$ cat config.mk
export PLATFORM = sky130hd
export DESIGN_NAME = mic_sample_capture_flat
export DESIGN_NICKNAME = d
export VERILOG_FILES = /design/src/rtl/mic_pkg.sv /design/src/rtl/mic_sample_capture_if.sv /design/src/rtl/sample_tick_gen.sv /design/src/rtl/mic_sample_capture.sv /design/src/flat_wrapper.sv
export SDC_FILE = /design/constraint.sdc
export NUM_CORES = 1
export LEC_CHECK = 0
export ABC_AREA = 1
export CORE_MARGIN = 2
export CORE_UTILIZATION = 50
export CTS_BUF_LIST = sky130_fd_sc_hd__clkbuf_2 sky130_fd_sc_hd__clkbuf_4 sky130_fd_sc_hd__clkbuf_8
export CTS_CLUSTER_SIZE = 30
export DETAILED_ROUTE_END_ITERATION = 6
export PLACE_DENSITY = 0.72
export SLEW_MARGIN = 20
export SYNTH_ARGS = -nofsm -noshare
export SYNTH_HDL_FRONTEND = slang
export SYNTH_HIERARCHICAL = 1
export SYNTH_SLANG_ARGS = --single-unit
$ cat constraint.sdc
create_clock -name clk -period 1.65 [get_ports clk]
set_input_delay 0.33 -clock clk [delete_from_list [all_inputs] [get_ports clk]]
set_output_delay 0.33 -clock clk [all_outputs]
set_load 0.02 [all_outputs]
$ cat src/rtl/mic_pkg.sv
// Shared definitions for the MIC3 capture path: frame widths and SPI FSM states.
package mic_pkg;
  localparam int unsigned ADC_BITS   = 12;
  localparam int unsigned FRAME_BITS = 16;
  localparam int unsigned WAVE_BITS  = 10;

  typedef enum logic [1:0] {IDLE, CONV, DONE} state_t;
endpackage

$ cat src/rtl/mic_sample_capture_if.sv
// wave_sample interface: conversion results and the sample strobe toward the waveform drawer.
interface mic_sample_capture_if;
  import mic_pkg::*;

  logic [ADC_BITS-1:0]  sample_out;
  logic [WAVE_BITS-1:0] wave_sample;
  logic                 sample_valid;
  logic                 clk_sample;

  modport master (output sample_out, wave_sample, sample_valid, clk_sample);
  modport slave  (input  sample_out, wave_sample, sample_valid, clk_sample);
endinterface

$ cat src/rtl/sample_tick_gen.sv
// Sample-period counter: registered end-of-period tick and SAMPLE_HZ square wave.
module sample_tick_gen #(
  parameter int unsigned CLK_HZ    = 100_000_000,
  parameter int unsigned SAMPLE_HZ = 20_000
) (
  input  logic clk,
  input  logic reset,
  output logic tick,
  output logic clk_sample
);
  localparam int unsigned P  = CLK_HZ / SAMPLE_HZ;
  localparam int unsigned CW = $clog2(P);

  logic [CW-1:0] count;

  always_ff @(posedge clk) begin
    if (reset) begin
      count      <= '0;
      tick       <= 1'b0;
      clk_sample <= 1'b0;
    end else begin
      count      <= (count == CW'(P - 1)) ? '0 : count + 1'b1;
      tick       <= (count == CW'(P - 1));
      clk_sample <= (count < CW'(P / 2));
    end
  end
endmodule

$ cat src/rtl/mic_sample_capture.sv
// SPI master for the Pmod MIC3 (ADCS7476): one 16-bit frame per sample period,
// published as a 12-bit sample and a 10-bit wave_sample with a one-cycle valid pulse.
module mic_sample_capture
  import mic_pkg::*;
#(
  parameter int unsigned CLK_HZ    = 100_000_000,
  parameter int unsigned SAMPLE_HZ = 20_000,
  parameter int unsigned SCLK_HALF = 50
) (
  input  logic                  clk,
  input  logic                  reset,
  input  logic                  mic_miso,
  output logic                  mic_cs_n,
  output logic                  mic_sclk,
  mic_sample_capture_if.master  wave
);
  localparam int unsigned P  = CLK_HZ / SAMPLE_HZ;
  localparam int unsigned HW = $clog2(SCLK_HALF);
  localparam int unsigned BW = $clog2(FRAME_BITS + 1);

  if (33 * SCLK_HALF + 2 > P) begin : g_bad_period
    $error("mic_sample_capture: conversion does not fit in one sample period");
  end
  if (SCLK_HALF < 2) begin : g_bad_half
    $error("mic_sample_capture: SCLK_HALF must be at least 2");
  end

  logic                  tick;
  logic                  clk_sample_int;
  state_t                state;
  logic [HW-1:0]         half_cnt;
  logic [BW-1:0]         bit_cnt;
  logic [FRAME_BITS-1:0] shift;

  sample_tick_gen #(
    .CLK_HZ    (CLK_HZ),
    .SAMPLE_HZ (SAMPLE_HZ)
  ) u_tick (
    .clk        (clk),
    .reset      (reset),
    .tick       (tick),
    .clk_sample (clk_sample_int)
  );

  assign wave.clk_sample = clk_sample_int;

  always_ff @(posedge clk) begin
    if (reset) begin
      state             <= IDLE;
      mic_cs_n          <= 1'b1;
      mic_sclk          <= 1'b1;
      half_cnt          <= '0;
      bit_cnt           <= '0;
      shift             <= '0;
      wave.sample_out   <= '0;
      wave.wave_sample  <= '0;
      wave.sample_valid <= 1'b0;
    end else begin
      wave.sample_valid <= 1'b0;
      case (state)
        IDLE: begin
          mic_cs_n <= 1'b1;
          mic_sclk <= 1'b1;
          half_cnt <= '0;
          bit_cnt  <= '0;
          if (tick) begin
            state    <= CONV;
            mic_cs_n <= 1'b0;
          end
        end
        CONV: begin
          if (half_cnt == HW'(SCLK_HALF - 1)) begin
            half_cnt <= '0;
            mic_sclk <= ~mic_sclk;
            // The cycle that drives SCLK high is the data sampling point.
            if (!mic_sclk) begin
              shift   <= (shift << 1) | FRAME_BITS'(mic_miso);
              bit_cnt <= bit_cnt + 1'b1;
              if (bit_cnt == BW'(FRAME_BITS - 1)) state <= DONE;
            end
          end else begin
            half_cnt <= half_cnt + 1'b1;
          end
        end
        DONE: begin
          if (half_cnt == HW'(SCLK_HALF - 1)) begin
            half_cnt          <= '0;
            mic_cs_n          <= 1'b1;
            wave.sample_out   <= shift[ADC_BITS-1:0];
            wave.wave_sample  <= shift[ADC_BITS-1:ADC_BITS-WAVE_BITS];
            wave.sample_valid <= 1'b1;
            state             <= IDLE;
          end else begin
            half_cnt <= half_cnt + 1'b1;
          end
        end
        default: state <= IDLE;
      endcase
    end
  end
endmodule
$ cat src/flat_wrapper.sv
// flat-port wrapper written by rule: the top's interface ports become plain ports
module mic_sample_capture_flat import mic_pkg::*;
#(
  parameter int unsigned CLK_HZ    = 100_000_000,
  parameter int unsigned SAMPLE_HZ = 20_000,
  parameter int unsigned SCLK_HALF = 50
)
  (clk, reset, mic_miso, mic_cs_n, mic_sclk, wave_sample_out, wave_wave_sample, wave_sample_valid, wave_clk_sample);
  mic_sample_capture_if wave_i ();
  input  logic clk;
  input  logic reset;
  input  logic mic_miso;
  output logic mic_cs_n;
  output logic mic_sclk;
  output wire logic [$bits(wave_i.sample_out)-1:0] wave_sample_out;
  output wire logic [$bits(wave_i.wave_sample)-1:0] wave_wave_sample;
  output wire logic [$bits(wave_i.sample_valid)-1:0] wave_sample_valid;
  output wire logic [$bits(wave_i.clk_sample)-1:0] wave_clk_sample;
  assign wave_sample_out = wave_i.sample_out;
  assign wave_wave_sample = wave_i.wave_sample;
  assign wave_sample_valid = wave_i.sample_valid;
  assign wave_clk_sample = wave_i.clk_sample;
  mic_sample_capture #(.CLK_HZ(CLK_HZ), .SAMPLE_HZ(SAMPLE_HZ), .SCLK_HALF(SCLK_HALF)) u_core (.clk(clk), .reset(reset), .mic_miso(mic_miso), .mic_cs_n(mic_cs_n), .mic_sclk(mic_sclk), .wave(wave_i));
endmodule
==> results.cfg, run 1 <==
[status]
status = finished clean

[placement]
io_buffers = 28
dpl.cell_count = 417
hpwl_um = 3393
gp_congestion = 0.7639

[timing]
hold_ws_ns = 0.4523
min_period_ns = 1.606
max_clock_freq_mhz = 622.7
rsz0062_at_grt = yes
min_period_over_period_pct = 97.32
setup_viol = 0
hold_violations = 0
tightest_slew_ns = 0.3340
setup_tns_ns = 0
slew_violations = 0
skew_ns = 0.008042
slew_headroom_pct = 77.65

[cells_and_area]
post-route-util_pct = 59.80
register_area_sq_um = 1104
area_growth_pct = 15.58
fin_cells = 425
drive_gt1_share_pct = 13.52
multi_input_area_sq_um = 1210
fin_nets = 366
diodes = 0
n_fill_cell = 489

[synth]
synth_area_sq_um = 2643
yosys_warnings = 6
ys_top_cells_by_count = dfxtp_1, inv_1, nand2_1, nor2_1, nand3_1
ys.flop_type = dfxtp_1
synthArstFlopShare_pct = 0
synth_area_leader_cell = dfxtp_1
synth_cells = 333
synth_seq_cells = 55
netlist_top_cells_area = dfxtp_1, inv_1, nand2_1, nand3_1, a21oi_1
yosysSeqAreaShare_pct = 41.67
synth_area_per_cell_sq_um = 7.936
synth_top_area_share_pct = 41.67
yosysUniqueCellTypes = 32
synth_most_common_cell = dfxtp_1
synth_nets = 345
synth_edf_count = 0

[worst_setup_path]
slowest_delay_ns = 0.61
rrSetupSlack_ns = 0.17
path_cells = clkdlybuf4s50_1
crit_family = buffers and inverters
startpoint = u_core/wave.sample_out[7]
r2r-end = u_core/state[0]
crit_required_ns = 1.32
crit_slowest_cell = clkdlybuf4s50_1
ff2ff_path_depth = 11
crit_buf_inv = 1
worst_setup_path_start_kind = flip-flop
worstSetupPathType = reg2out
arrival_ns = 1.28
cp-end-kind = output port
path_max_fanout = 3
reg2reg_from = u_core/bit_cnt[1]

[min_path]
hold_class = reg2reg
hold_end = u_core/shift[11]
whs_path_depth = 2
hp-start = u_core/shift[11]

[clock_network]
cts_buffer_depth = 2
h-tree-depth = 2
cts_root_buffer = clkbuf_8
clk_pin_slew_ns = 0.10
hold_buffers = 0
cts_sinks = 55
cts_tree = built
clk_latency_ns = 0.31
cts_buffers = 5

[power_and_ir_drop]
clockPowerShare_pct = 26.5
total_power_mw = 2.885
intPower_mw = 1.959
pwr-share-comb_pct = 23.1
seq_power_share_pct = 50.5
swShare_pct = 32.10
cellPowerDensity_nw_per_um2 = 944.6
peakVddDrop_mv = 0.5862
switchingPower_mw = 0.9261
p_leak_nw = 1.468

[grt]
antenna_found_initial = 0
gr-total-overflow = 0
grt_max_degree = 25
grt_pass1_vias = 1958
grt_pass1_wl_um = 8431
grt.total_usage_pct = 17.43

[routing]
vias = 2069
drc = 0
vias_per_cell = 4.868
firstDrtPassIters = 4
post_drt_wl_per_cell_um = 10.82
final_antenna_net_count = 0
drtIter0Drc = 95
wirelength_um = 4600

[floorplanning]
start_util_pct = 51.74
die_h_um = 76.70
ios = 29
coreArea_sq_um = 5107
rows = 26
dieArea_sq_um = 5883
dieWidth_um = 76.70

[job]
cap_violations = 0
[final cells by class]
cell class	instances	area share, %
well taps	70	2.868
multi-input cells	211	39.61
repair buffers	33	12.41
clock buffers	6	2.499
clock inverters	2	0.5735
flip-flops and latches	55	36.13
inverters	48	5.899
[placed cells by master, fill, tap and decap left out, types with 3 or more instances in the layout]
master,synthesis,routed
o21ai_2,14,14
o21ai_1,8,8
nand4_1,5,5
nand3_1,30,30
clkdlybuf4s50_1,0,7
ha_1,9,9
buf_4,10,4
nor3b_1,3,3
nor2_1,34,34
dfxtp_1,55,53
xor2_1,5,5
dlymetal6s2s_1,0,20
a21oi_1,27,27
o21ai_0,9,9
inv_1,46,46
clkbuf_8,0,5
nand2_1,41,41
nand2_2,7,7
nor2_4,4,5
[tightest hold or removal path: cells and delay by family, from the launching register on]
| family | cells | cell delay, ns |
|---|---|---|
| compound gates | 1 | 0.05 |
| flops | 1 | 0.31 |
| buf+inv | 1 | 0.05 |
[sequential cells by signal, summed over array words and instances (netlist names)]
| signal | count |
|---|---|
| u_core/u_tick/count | 13 |
| u_core/shift | 12 |
| u_core/wave.sample_out | 12 |
| u_core/half_cnt | 6 |
| u_core/bit_cnt | 5 |
| u_core/state | 2 |
| u_core/mic_cs_n | 1 |
| u_core/mic_sclk | 1 |
| u_core/u_tick/clk_sample | 1 |
| u_core/u_tick/tick | 1 |
| u_core/wave.sample_valid | 1 |
[cell families (layout without fill, tap and decap cells)]
logic type	after synthesis	after routing	share of synthesized area [%]
and+or+nand+nor	135	135	25.33
AOI/OAI and AO/OA	61	61	14.02
DFF	55	55	41.67
xor gates and xnor gates	6	6	1.989
adders and majority gates	9	9	4.261
buffers and inverters	67	89	12.74
[what timing repair did]
item,in CTS,in global routing
setup endpoints to repair,1,38
cloned,0,0
resized for setup,1,23
setup buffers,0,0
[power by group through the flow]
stage,Sequential (mW),Clock (mW),Combinational [mW]
3_3_place_gp,1.48,0,0.660
6_report,1.46,0.763,0.666
5_1_grt,1.47,0.847,0.796
3_5_place_dp,1.49,0,0.665
4_1_cts,1.45,0.788,0.673
2_1_floorplan,1.49,0,0.499
[through the flow]
stage / setup WS, ns / cell area, sq um
6_report: 0.04416 / 3054
5_1_grt: -0.03434 / 3054
4_1_cts: 0.0008865 / 2997
3_5_place_dp: 0.07223 / 2904
3_3_place_gp: 0.1004 / 2904
2_1_floorplan: 0.2829 / 2643
[per-layer routing]
metal	share of wire (%)	up-vias	track usage [%]	wire, um
met3	3.0	5	4.353	136
met2	49	27	30.61	2238
met4	1.5	0	6.000	69
li1	-	1101	-	-
met5	0	-	0	0
met1	47	936	20.62	2156
[how the worst max path moves through the flow]
stage / end / slack [ns] / cells past startpoint
after floorplan: u_core/shift[2] / 0.28 / 7
after global placement: u_core/wave.sample_out[0] / 0.10 / 4
after detailed placement: u_core/half_cnt[3] / 0.07 / 5
after CTS: wave_wave_sample[0] / 0.0009 / 1
after global routing: u_core/shift[2] / -0.03 / 8
final: wave_wave_sample[5] / 0.04 / 1
No activity file was read; power rests on OpenSTA's default activity.
==> run 2, diff against run 1 <==
--- a/config.mk
+++ b/config.mk
@@ -9,7 +9,7 @@
 export CORE_MARGIN = 2
 export CORE_UTILIZATION = 50
 export CTS_BUF_LIST = sky130_fd_sc_hd__clkbuf_2 sky130_fd_sc_hd__clkbuf_4 sky130_fd_sc_hd__clkbuf_8
-export CTS_CLUSTER_SIZE = 30
+export CTS_CLUSTER_SIZE = 12
 export DETAILED_ROUTE_END_ITERATION = 6
 export PLACE_DENSITY = 0.72
 export SLEW_MARGIN = 20
==> results of run 2 <==
Final layout, timing and power as in run 1 (identical DEF).
